**src/rtl/sema_byte_reader.sv**
```systemverilog
// Serial-to-byte reader for the semaphore channel: LSB-first bit assembly with a one-deep holding register.
// Optional even-parity frame bit enabled by defining SEMA_RX_PARITY_EN.
module sema_byte_reader (
  input  logic       clk_s,
  input  logic       rst_s,
  input  logic       sema_data_i_s,
  input  logic       sema_valid_i_s,
  output logic       sema_ready_o_s,
  output logic [7:0] byte_data_o_s,
  output logic       byte_valid_o_s,
  input  logic       byte_ready_i_s,
  output logic       byte_perr_o_s,
  output logic [7:0] frame_cnt_o_s
);

  // state | meaning
  // IDLE  | bit count 0, waiting for first bit of a frame
  // SHIFT | bit counts 1-7, assembling data bits
  // PAR   | bit count 8, waiting for the parity bit (parity build only)
  // STALL | frame complete, holding register still occupied
  typedef enum logic [1:0] {
    IDLE  = 2'd0,
    SHIFT = 2'd1,
    STALL = 2'd2
`ifdef SEMA_RX_PARITY_EN
    , PAR = 2'd3
`endif
  } state_t;

  state_t     state_q;
  logic [3:0] bit_cnt_q;
  logic [7:0] shift_q;
  logic       xfer;
  logic       drain;
  logic       hold_free;
  logic       frame_done;
  logic [7:0] asm_byte;

  assign xfer      = sema_valid_i_s & sema_ready_o_s;
  assign drain     = byte_valid_o_s & byte_ready_i_s;
  assign hold_free = ~byte_valid_o_s | byte_ready_i_s;

`ifdef SEMA_RX_PARITY_EN
  logic par_q;
  logic pend_perr_q;
  logic perr_q;
  logic asm_perr;

  assign byte_perr_o_s = perr_q;

  always_comb begin
    asm_byte   = shift_q;
    asm_perr   = par_q ^ sema_data_i_s;
    frame_done = xfer && (state_q == PAR);
  end
`else
  assign byte_perr_o_s = 1'b0;

  always_comb begin
    asm_byte   = {sema_data_i_s, shift_q[7:1]};
    frame_done = xfer && (state_q == SHIFT) && (bit_cnt_q == 4'd7);
  end
`endif

  always_ff @(posedge clk_s or posedge rst_s) begin
    if (rst_s) begin
      state_q        <= IDLE;
      bit_cnt_q      <= 4'd0;
      shift_q        <= 8'h00;
      byte_data_o_s  <= 8'h00;
      byte_valid_o_s <= 1'b0;
      frame_cnt_o_s  <= 8'h00;
      sema_ready_o_s <= 1'b0;
`ifdef SEMA_RX_PARITY_EN
      par_q          <= 1'b0;
      pend_perr_q    <= 1'b0;
      perr_q         <= 1'b0;
`endif
    end else begin
      sema_ready_o_s <= 1'b1;

      if (drain) begin
        frame_cnt_o_s  <= frame_cnt_o_s + 8'd1;
        byte_valid_o_s <= 1'b0;
      end

      case (state_q)
        IDLE: begin
          if (xfer) begin
            shift_q   <= {sema_data_i_s, shift_q[7:1]};
            bit_cnt_q <= 4'd1;
            state_q   <= SHIFT;
`ifdef SEMA_RX_PARITY_EN
            par_q     <= sema_data_i_s;
`endif
          end
        end
        SHIFT: begin
          if (xfer) begin
            shift_q   <= {sema_data_i_s, shift_q[7:1]};
            bit_cnt_q <= bit_cnt_q + 4'd1;
`ifdef SEMA_RX_PARITY_EN
            par_q     <= par_q ^ sema_data_i_s;
            if (bit_cnt_q == 4'd7) state_q <= PAR;
`endif
          end
        end
`ifdef SEMA_RX_PARITY_EN
        PAR: begin
          // completion is handled below with the other frame-done paths
        end
`endif
        STALL: begin
          if (byte_ready_i_s) begin
            byte_data_o_s  <= shift_q;
            byte_valid_o_s <= 1'b1;
            state_q        <= IDLE;
            bit_cnt_q      <= 4'd0;
`ifdef SEMA_RX_PARITY_EN
            perr_q         <= pend_perr_q;
`endif
          end else begin
            sema_ready_o_s <= 1'b0;
          end
        end
        default: state_q <= IDLE;
      endcase

      // Later assignments override the per-state updates on the completing edge.
      if (frame_done) begin
        bit_cnt_q <= 4'd0;
        if (hold_free) begin
          byte_data_o_s  <= asm_byte;
          byte_valid_o_s <= 1'b1;
          state_q        <= IDLE;
`ifdef SEMA_RX_PARITY_EN
          perr_q         <= asm_perr;
`endif
        end else begin
          shift_q        <= asm_byte;
          state_q        <= STALL;
          sema_ready_o_s <= 1'b0;
`ifdef SEMA_RX_PARITY_EN
          pend_perr_q    <= asm_perr;
`endif
        end
      end
    end
  end

endmodule

```
**config.mk**
```make
export PLATFORM = sky130hd
export DESIGN_NAME = sema_byte_reader
export DESIGN_NICKNAME = d
export VERILOG_FILES = /design/src/rtl/sema_byte_reader.sv
export SDC_FILE = /design/constraint.sdc
export NUM_CORES = 1
export LEC_CHECK = 0
export CORE_UTILIZATION = 33
export CTS_CLUSTER_SIZE = 10
export DETAILED_ROUTE_END_ITERATION = 7
export PLACE_DENSITY = 0.57
export SYNTH_ARGS = -nofsm -noshare
export SYNTH_HDL_FRONTEND = slang
export SYNTH_SLANG_ARGS = --single-unit
```
**constraint.sdc**
```tcl
create_clock -name clk_s -period 2 [get_ports clk_s]
set_clock_uncertainty 0.15 [all_clocks]
set_input_delay 0.2 -clock clk_s [delete_from_list [all_inputs] [get_ports clk_s]]
set_output_delay 0.2 -clock clk_s [all_outputs]
set_load 0.01 [all_outputs]
```
# --- Word level (Yosys, flattened, before mapping) ---
# Cells that the tools add are included.
word_totals:
  ff_bits: 32
  input_bits: 5
  elab_cells: 54
op_classes:
  add_sub_neg: 2
  n_eq_ne: 7
  mux: 27
  n_bitwise: 4
  n_reduce_logical: 7
ops:
  columns: ["cell", "n"]
  rows:
  - ["two-way mux 8 bit", 8]
  - ["two-way mux 4 bit", 4]
  - ["case mux 4 bit (3 select lines)", 1]
  - ["two-way mux 1 bit", 9]
  - ["!= test 3 bit (second input constant)", 3]
  - ["adder 8 x 1 -> 8 bit (second input constant)", 1]
  - ["two-way mux 2 bit", 4]
  - ["case mux 2 bit (3 select lines)", 1]
  - ["adder 4 x 1 -> 4 bit (second input constant)", 1]
  - ["equality test 4 x 3 -> 1 bit (second input constant)", 1]
  - ["AND reduction 4 bit", 1]
  - ["nonzero test 4 bit", 1]
  - ["AND reduction 3 bit", 1]
  - ["AND 1 bit", 2]
  - ["equality test 2 x 1 -> 1 bit (second input constant)", 1]
  - ["equality test 2 bit (second input constant)", 1]
  - ["logical AND 1 bit", 2]
  - ["zero test 2 bit", 1]
  - ["!= test 2 bit (second input constant)", 1]
  - ["OR reduction 2 bit", 1]
  - ["inverter 1 bit", 1]
  - ["OR 1 bit", 1]

# --- Depth between registers and ports, before layout ---
# Gate-level depths: netlist of run 1.
depth:
  depth_word: 6
  ltp_mapped: 9
  mapped_depth_nobuf: 6

# --- Least setup slack after synthesis of run 1 ---
# Ideal clock, no wire load.
synth_path:
  path_kind: "register to register"
  start: "reg state_q[1]"
  end: "reg byte_data_o_s[5]"
  arrival_ns: 1.572
  setup_slack_ns: 0.155
  stages_incl_launch_ff: 10
  cell_sequence: "dfrtp_1 > inv_1 > ha_1 > buf_6 > nand4b_2 > or3b_1 > buf_6 > buf_6 > nor2_1 > a21oi_1"
synth_between:
  elab_chain_cells: 4
  elab_cells_between_ends: 7
  cone_classes: "eq/ne: 2; mux: 3; reduce/logical: 2"
synth_lines:
  columns: ["element", "line_no", "source"]
  rows:
  - ["start: declaration", "30", "state_t state_q;"]
  - ["start signal: assignment", "67", "state_q <= IDLE;"]
  - ["start signal: assignment", "92", "state_q <= SHIFT;"]
  - ["start signal: assignment", "117", "state_q <= IDLE;"]
  - ["equality test 2 bit or equality test 2 x 1 -> 1 bit (tied branches)", "87, 61", null]
  - ["two-way mux 8 bit or logical AND 1 bit (tied branches)", "87, 61", null]
  - ["two-way mux 8 bit or logical AND 1 bit (tied branches)", "132, 61", null]
  - ["two-way mux 8 bit *", "130", "if (frame_done) begin"]
  - ["end signal: assignment", "115", "byte_data_o_s <= shift_q;"]
  - ["end signal: assignment", "133", "byte_data_o_s <= asm_byte;"]
  - ["end: declaration", "9", "output logic [7:0] byte_data_o_s,"]
# Mark *: on every way between the ends. The rest lies on a longest branch, timed or not.
# A chain may end at the register's enable or synchronous reset.

# --- Worst setup path after layout of run 1 ---
layout_path:
  start: "reg state_q[0]"
  end: "reg bit_cnt_q[3]"
layout_between:
  elab_chain_cells: 5
  elab_cells_between_ends: 12
  cone_classes: "eq/ne: 5; mux: 2; reduce/logical: 5"
layout_lines:
  columns: ["element", "line_no", "source"]
  rows:
  - ["equality test 2 x 1 -> 1 bit", "61, 87", null]
  - ["logical AND 1 bit (2 in a row)", "61", "frame_done = xfer && (state_q == SHIFT) && (bit_cnt_q == 4'd7);"]
  - ["!= test 3 bit (no line) or nonzero test 4 bit (tied branches)", null, null]
  - ["AND reduction 4 bit (no line)", null, null]
  - ["end signal: assignment", "101", "bit_cnt_q <= bit_cnt_q + 4'd1;"]
  - ["end: declaration", "31", "logic [3:0] bit_cnt_q;"]
# Several ways; a longest one is shown, not always the timed one.

==> impl_metrics.csv, run 1 <==
group,metric,value,unit
power,p_per_area,1053,mW/mm²
placement,dpl_cell_area,0.001821,mm²
finish,antenna-diode-count,0,
timing,finalHoldViolCount,0,
logic_synthesis,yosysSeqAreaShare,0.5212,
drt,antenna_left,0,
placement,gp_routability_congestion,0.7874,
power,pwr-share-comb,0.261,
die,core_area,0.004414,mm²
global_route,grt_first_pass_wirelength,5.223,mm
global_route,grt_usage,0.1372,
critical_path,crit_start,"state_q[0]$_DFFE_PP0P_",
logic_synthesis,yosysTopAreaCellShare,0.5212,
finish,nFillCells,411,
logic_synthesis,yosys_warnings,0,
logic_synthesis,synth-seq-cells,32,
cts,ctsHoldBuffers,0,
die,row_count,24,
critical_path,cp.required,2.03,ns
cts,clkLatencyLatePin,0.28,ns
critical_path,critPathMaxFanout,5,
finish,drive_above_1_share,0.1890,
logic_synthesis,synth-edff-count,0,
power,p_clk_frac,0.293,
drt,firstDrtPassIters,4,
finish,nNetsFinal,174,
global_route,grt_max_degree,33,
cts,post_cts_buffers,0,
power,swShare,0.2933,
timing,setup_viol,0,
die,start_util,0.3481,
worst_hold_path,min_path_type,"in2async",
cts,clock_sinks,32,
drt,drcViolationCount,0,
timing,fin_crit,1.865,ns
timing,timing.hold.ws,0.1493,ns
cts,cts-htree-levels,2,
power,p_seq_frac,0.447,
logic_synthesis,yosys.area.top_type,"dfrtp_1",
critical_path,r2r_start,"state_q[0]$_DFFE_PP0P_",
finish,stdcell_area,0.001947,mm²
placement,io_buffer_count,22,
global_route,grt_pass1_vias,1093,
logic_synthesis,synth_ff_type,"dfrtp_1",
drt,wire_per_inst,13.95,µm
die,die_x,70.24,µm
power,p_int,1.448,mW
logic_synthesis,synthCells,133,
critical_path,slowest_delay,0.38,ns
logic_synthesis,syn_area,0.001536,mm²
die,die_h,70.24,µm
timing,drv_slew,0,
critical_path,slowest_stage,"dfrtp_1",
drt,drt-initial-drc-count,16,
cts,cts_root_buffer,"clkbuf_8",
drt,viasPerCell,4.921,
critical_path,start_kind,"flop",
critical_path,critPathKind,"reg2reg",
drt,via_count,1063,
timing,final.setup.tns,0,ns
die,pin_count,24,
cts,cts_tree,"yes",
global_route,antenna_found_initial,0,
run_status,run_status,"complete, no violations",
timing,fmax,0.5361,GHz
power,p_leak,0.9423,nW
job,drv_cap,0,
critical_path,worstPathCellList,"inv_1 > ha_1 > a2bb2oi_1 > or3_4 > o41ai_2",
critical_path,cp.arrival,1.89,ns
critical_path,end_kind,"flop",
global_route,grt_overflow,0,
logic_synthesis,avgSynthCellArea,11.55,µm²
logic_synthesis,synthArstFlopShare,1.000,
timing,period_share,0.9327,
power,ir_drop,0.5125,mV
cts,cts_buffer_depth,2,
power,p_switching,0.6011,mW
finish,area.growth.synth_to_final,26.71,%
cts,cts_made_buffers,5,
finish,final_common_cell,"dfrtp_1",
die,die_area,0.004933,mm²
finish,layout_common_cells,"32 x dfrtp_1, 22 x clkdlybuf4s50_1, 11 x nor2_1, 11 x a21oi_1",
logic_synthesis,mappedNetlistNets,144,
logic_synthesis,synth_area_leaders,"dfrtp_1 52%, mux2_2 6.6%, mux2i_1 5.9%",
placement,hpwl,2.158,mm
drt,drt_wl_total,3.013,mm
cts,clk_pin_slew,0.07,ns
logic_synthesis,synthDistinctLibCells,35,
==> flip-flops by register name (all words and copies together), names as in the netlist <==
signal and flops:
bit_cnt_q 4, shift_q 8, byte_data_o_s 8, state_q 2, frame_cnt_o_s 8, byte_valid_o_s 1, sema_ready_o_s 1
==> per-layer routing <==
layer,part of all wire,vias to the layer above,GRT usage
li1,-,525,-
met1,0.47,505,0.1804
met2,0.48,28,0.2095
met3,0.047,5,0.04762
met4,0.011,0,0.04667
met5,0,-,0
==> power by group through the flow <==
stage / sequential, mW / clock, mW / combinational [mW]
global placement: 0.917 / 0 / 0.506
detailed placement: 0.929 / 0 / 0.530
CTS: 0.919 / 0.620 / 0.533
floorplan: 0.906 / 0 / 0.375
global route: 0.941 / 0.653 / 0.598
finish: 0.916 / 0.600 / 0.534
==> path summary, 6_finish.rpt <==
path	slack [ns]	end	cells past startpoint
setup reg to reg	0.13	bit_cnt_q[3]$_DFFE_PP0P_	5
setup / recovery	0.13	bit_cnt_q[3]$_DFFE_PP0P_	5
max in group asynchronous	1.25	byte_data_o_s[6]$_DFF_PP0_	3
min in group clk_s	0.33	frame_cnt_o_s[7]$_DFFE_PP0P_	1
hold reg to reg	0.33	frame_cnt_o_s[7]$_DFFE_PP0P_	1
hold / removal	0.15	frame_cnt_o_s[4]$_DFFE_PP0P_	3
==> kinds of logic (layout without fill, tap and decap cells) <==
kind of cell	Yosys count	count (layout)	synth area share
compound gates	25	25	0.1051
xor+xnor	7	7	0.03990
flops	32	32	0.5212
simple gates	35	35	0.1181
other cells	1	1	0.002441
mux	18	18	0.1246
fa+ha+maj	6	6	0.04886
buf+inv	9	40	0.03990
==> final cells by class <==
class | count | area [µm²] | share of cell area
clock buffer | 6 | 72.57 | 0.03728
clock inverter | 2 | 35.03 | 0.01799
inverter | 4 | 15.01 | 0.007712
multi-input combinational | 92 | 693.2 | 0.3560
sequential | 32 | 800.8 | 0.4113
tap | 52 | 65.06 | 0.03342
timing repair buffer | 28 | 265.3 | 0.1362
==> cells in the mapped netlist (2+ instances only) <==
| cell | number |
|---|---|
| dfrtp_1 | 32 |
| a22o_1 | 2 |
| xor2_1 | 3 |
| nor3_1 | 2 |
| nor2_1 | 12 |
| buf_6 | 3 |
| mux2_2 | 9 |
| a21oi_1 | 11 |
| mux2i_1 | 9 |
| xnor2_1 | 4 |
| or2_2 | 2 |
| nand2_1 | 7 |
| nand3_1 | 5 |
| ha_1 | 6 |
| inv_1 | 4 |
| o21ai_0 | 3 |
==> worst max-delay path: cells and delay by family, from the launching register on <==
kind | cells | cell delay, ns
compound gates | 2 | 0.49
simple gates | 1 | 0.38
fa+ha+maj | 1 | 0.27
buf+inv | 1 | 0.09
flops | 1 | 0.38
==> stage by stage <==
stage                     cells    util  power, mW  worst slack [ns]
after floorplan             133       -      1.282            0.1552
after global placement      208  0.4124      1.422          -0.04214
after detailed placement    208  0.4124      1.459          -0.06212
after CTS                   216  0.4374      2.072           0.07501
after global routing        216  0.4410      2.191         -0.001660
final                       216  0.4410      2.049            0.1345
==> what timing repair did <==
item                                    in CTS  in global routing
endpoints found under the hold margin        0                  0
gates resized for setup                      1                  4
endpoints found under the setup margin       6                  4
(Power assumes the default switching activity.)
==> run 2: changes to the inputs <==
--- a/config.mk
+++ b/config.mk
@@ -6,7 +6,7 @@
 export NUM_CORES = 1
 export LEC_CHECK = 0
 export CORE_UTILIZATION = 33
-export CTS_CLUSTER_SIZE = 10
+export CTS_CLUSTER_SIZE = 24
 export DETAILED_ROUTE_END_ITERATION = 7
 export PLACE_DENSITY = 0.57
 export SYNTH_ARGS = -nofsm -noshare
==> results of run 2 <==
No change in the layout: final DEF, timing and power equal those of run 1.
==> run 3: changes to the inputs <==
==> constraint.sdc (replaced) <==
create_clock -name clk_s -period 2.2 [get_ports clk_s]
set_clock_uncertainty 0.15 [all_clocks]
set_input_delay 0.22 -clock clk_s [delete_from_list [all_inputs] [get_ports clk_s]]
set_output_delay 0.22 -clock clk_s [all_outputs]
set_load 0.01 [all_outputs]
==> run 3 against run 2 <==
  * Worst setup slack improved by 0.15 ns
  * Clock-buffer cell count unchanged
  * First-iteration DRC count increased to 4.3 times the previous value
  * Cell area decreased by 2.0%
  * Final cell count decreased by 1.4%
==> impl_metrics.csv, run 3 (same netlist as run 1, synthesis figures left out) <==
group,metric,value,unit
cts,cts_resized,0,
power,p_clk_frac,0.297,
drt,antenna_left,0,
cts,clock_sinks,32,
die,die_h,70.24,µm
placement,io_buffer_count,22,
finish,area.growth.synth_to_final,24.19,%
power,ir_drop,0.3232,mV
finish,nNetsFinal,171,
power,swShare,0.2893,
critical_path,critPathMaxFanout,16,
critical_path,end_kind,"flop",
finish,final_util,0.4323,
power,p_int,1.309,mW
die,start_util,0.3481,
timing,rsz0062_at_grt,"false",
finish,nFillCells,405,
global_route,grt_pass1_vias,1155,
cts,clk_pin_slew,0.07,ns
cts,ctsHoldBuffers,0,
global_route,grt_max_degree,33,
power,p_leak,0.9219,nW
critical_path,cp.required,2.20,ns
global_route,grt_overflow,0,
timing,setup_viol,0,
drt,viasPerCell,5.085,
finish,final_common_cell,"dfrtp_1",
drt,wire_per_inst,13.93,µm
drt,drt-initial-drc-count,69,
finish,layout_common_cells,"32 x dfrtp_1, 22 x clkdlybuf4s50_1, 12 x nor2_1",
drt,drcViolationCount,0,
global_route,grt_first_pass_wirelength,5.271,mm
cts,cts_root_buffer,"clkbuf_8",
finish,drive_above_1_share,0.1553,
finish,largestRegisters,"byte_data_o_s: 8 flops, frame_cnt_o_s: 8 flops, shift_q: 8 flops",
placement,gp_routability_congestion,0.7412,
finish,seq_area,800.8,µm²
cts,cts_tree,"yes",
die,row_count,24,
cts,cts_buffer_depth,2,
power,p_per_area,965.4,mW/mm²
die,pin_count,24,
drt,firstDrtPassIters,4,
power,p_seq_frac,0.450,
critical_path,critPathKind,"reg2reg",
critical_path,start_kind,"flop",
timing,finalHoldViolCount,0,
die,core_area,0.004414,mm²
drt,drt_wl_total,2.968,mm
power,p_switching,0.5328,mW
timing,final.setup.tns,0,ns
cts,clkLatencyLatePin,0.28,ns
timing,fmax,0.5223,GHz
die,die_x,70.24,µm
worst_hold_path,min_path_type,"in2async",
cts,cts_made_buffers,5,
timing,max_slew_margin,0.6571,
finish,multiInputGateArea,676.9,µm²
global_route,antenna_found_initial,0,
timing,fin_crit,1.914,ns
timing,tightest_slew,0.5131,ns
run_status,run_status,"complete, no violations",
die,die_area,0.004933,mm²
critical_path,r2r_slack,0.29,ns
placement,hpwl,2.085,mm
drt,via_count,1083,
cts,post_cts_buffers,0,
critical_path,cp.arrival,1.92,ns
cts,cts-htree-levels,2,
power,pwr-share-comb,0.252,
finish,antenna-diode-count,0,
timing,drv_slew,0,
timing,period_share,0.8702,
job,drv_cap,0,
global_route,grt_usage,0.1377,
-- run 3: cell count changes in the layout (fill, tap and decap cells not counted) --
cell	previous run	this run
nor4_1	0	1
buf_4	6	3
o41ai_1	0	1
nor2_1	11	12
o21ai_0	2	3
nor4_2	1	0
nor2_2	1	0
o21ai_1	1	0
o41ai_2	1	0
-- run 3: power groups by stage --
| stage | Sequential (mW) | Combinational, mW | Clock [mW] |
|---|---|---|---|
| 2_1_floorplan | 0.824 | 0.341 | 0 |
| 3_3_place_gp | 0.830 | 0.450 | 0 |
| 3_5_place_dp | 0.836 | 0.465 | 0 |
| 4_1_cts | 0.828 | 0.472 | 0.565 |
| 5_1_grt | 0.853 | 0.511 | 0.602 |
| 6_report | 0.830 | 0.465 | 0.547 |
-- run 3: per-layer routing --
layer | GRT usage | wire length, µm | vias up
met5 | 0 | 0 | -
met4 | 0.05778 | 31 | 0
met3 | 0.05628 | 193 | 5
li1 | - | - | 520
met1 | 0.1654 | 1349 | 528
met2 | 0.2169 | 1393 | 30
-- run 3: critical path, stage by stage, from the launching register on --
cell      delay [ns]
dfrtp_1         0.41
inv_1           0.10
ha_1            0.26
nand4b_2        0.17
or3b_4          0.50
nor2_1          0.15
a21oi_1         0.06
-- run 3: metrics by stage --
stage                     area, µm²  total power [mW]  hold WS [ns]  std cells  setup WS, ns
after floorplan                1536             1.165        0.1862        133        0.3552
after global placement         1798             1.280        0.3189        205        0.1525
after detailed placement       1798             1.300        0.3235        205       0.09061
after CTS                      1906             1.865        0.1893        213       0.09417
after global routing           1908             1.966        0.2128        213        0.1822
final                          1908             1.842        0.1831        213        0.2855
-- run 3: area by class of cell --
| type | instances | share of cell area |
|---|---|---|
| well taps | 52 | 0.03410 |
| clock buffers | 6 | 0.03803 |
| clock inverters | 2 | 0.01836 |
| flip-flops and latches | 32 | 0.4197 |
| multi-input cells | 92 | 0.3548 |
| inverters | 4 | 0.007869 |
| repair buffers | 25 | 0.1272 |
-- run 3: final timing paths --
path / start / endpoint / cells past startpoint
max: state_q[1]$_DFFE_PP0P_ / byte_data_o_s[5]$_DFF_PP0_ / 6
min: rst_s / bit_cnt_q[0]$_DFFE_PP0P_ / 3
max reg2reg: state_q[1]$_DFFE_PP0P_ / byte_data_o_s[5]$_DFF_PP0_ / 6
min reg2reg: frame_cnt_o_s[7]$_DFFE_PP0P_ / frame_cnt_o_s[7]$_DFFE_PP0P_ / 1
max in group asynchronous: rst_s / shift_q[4]$_DFF_PP0_ / 3
min in group clk_s: frame_cnt_o_s[7]$_DFFE_PP0P_ / frame_cnt_o_s[7]$_DFFE_PP0P_ / 1
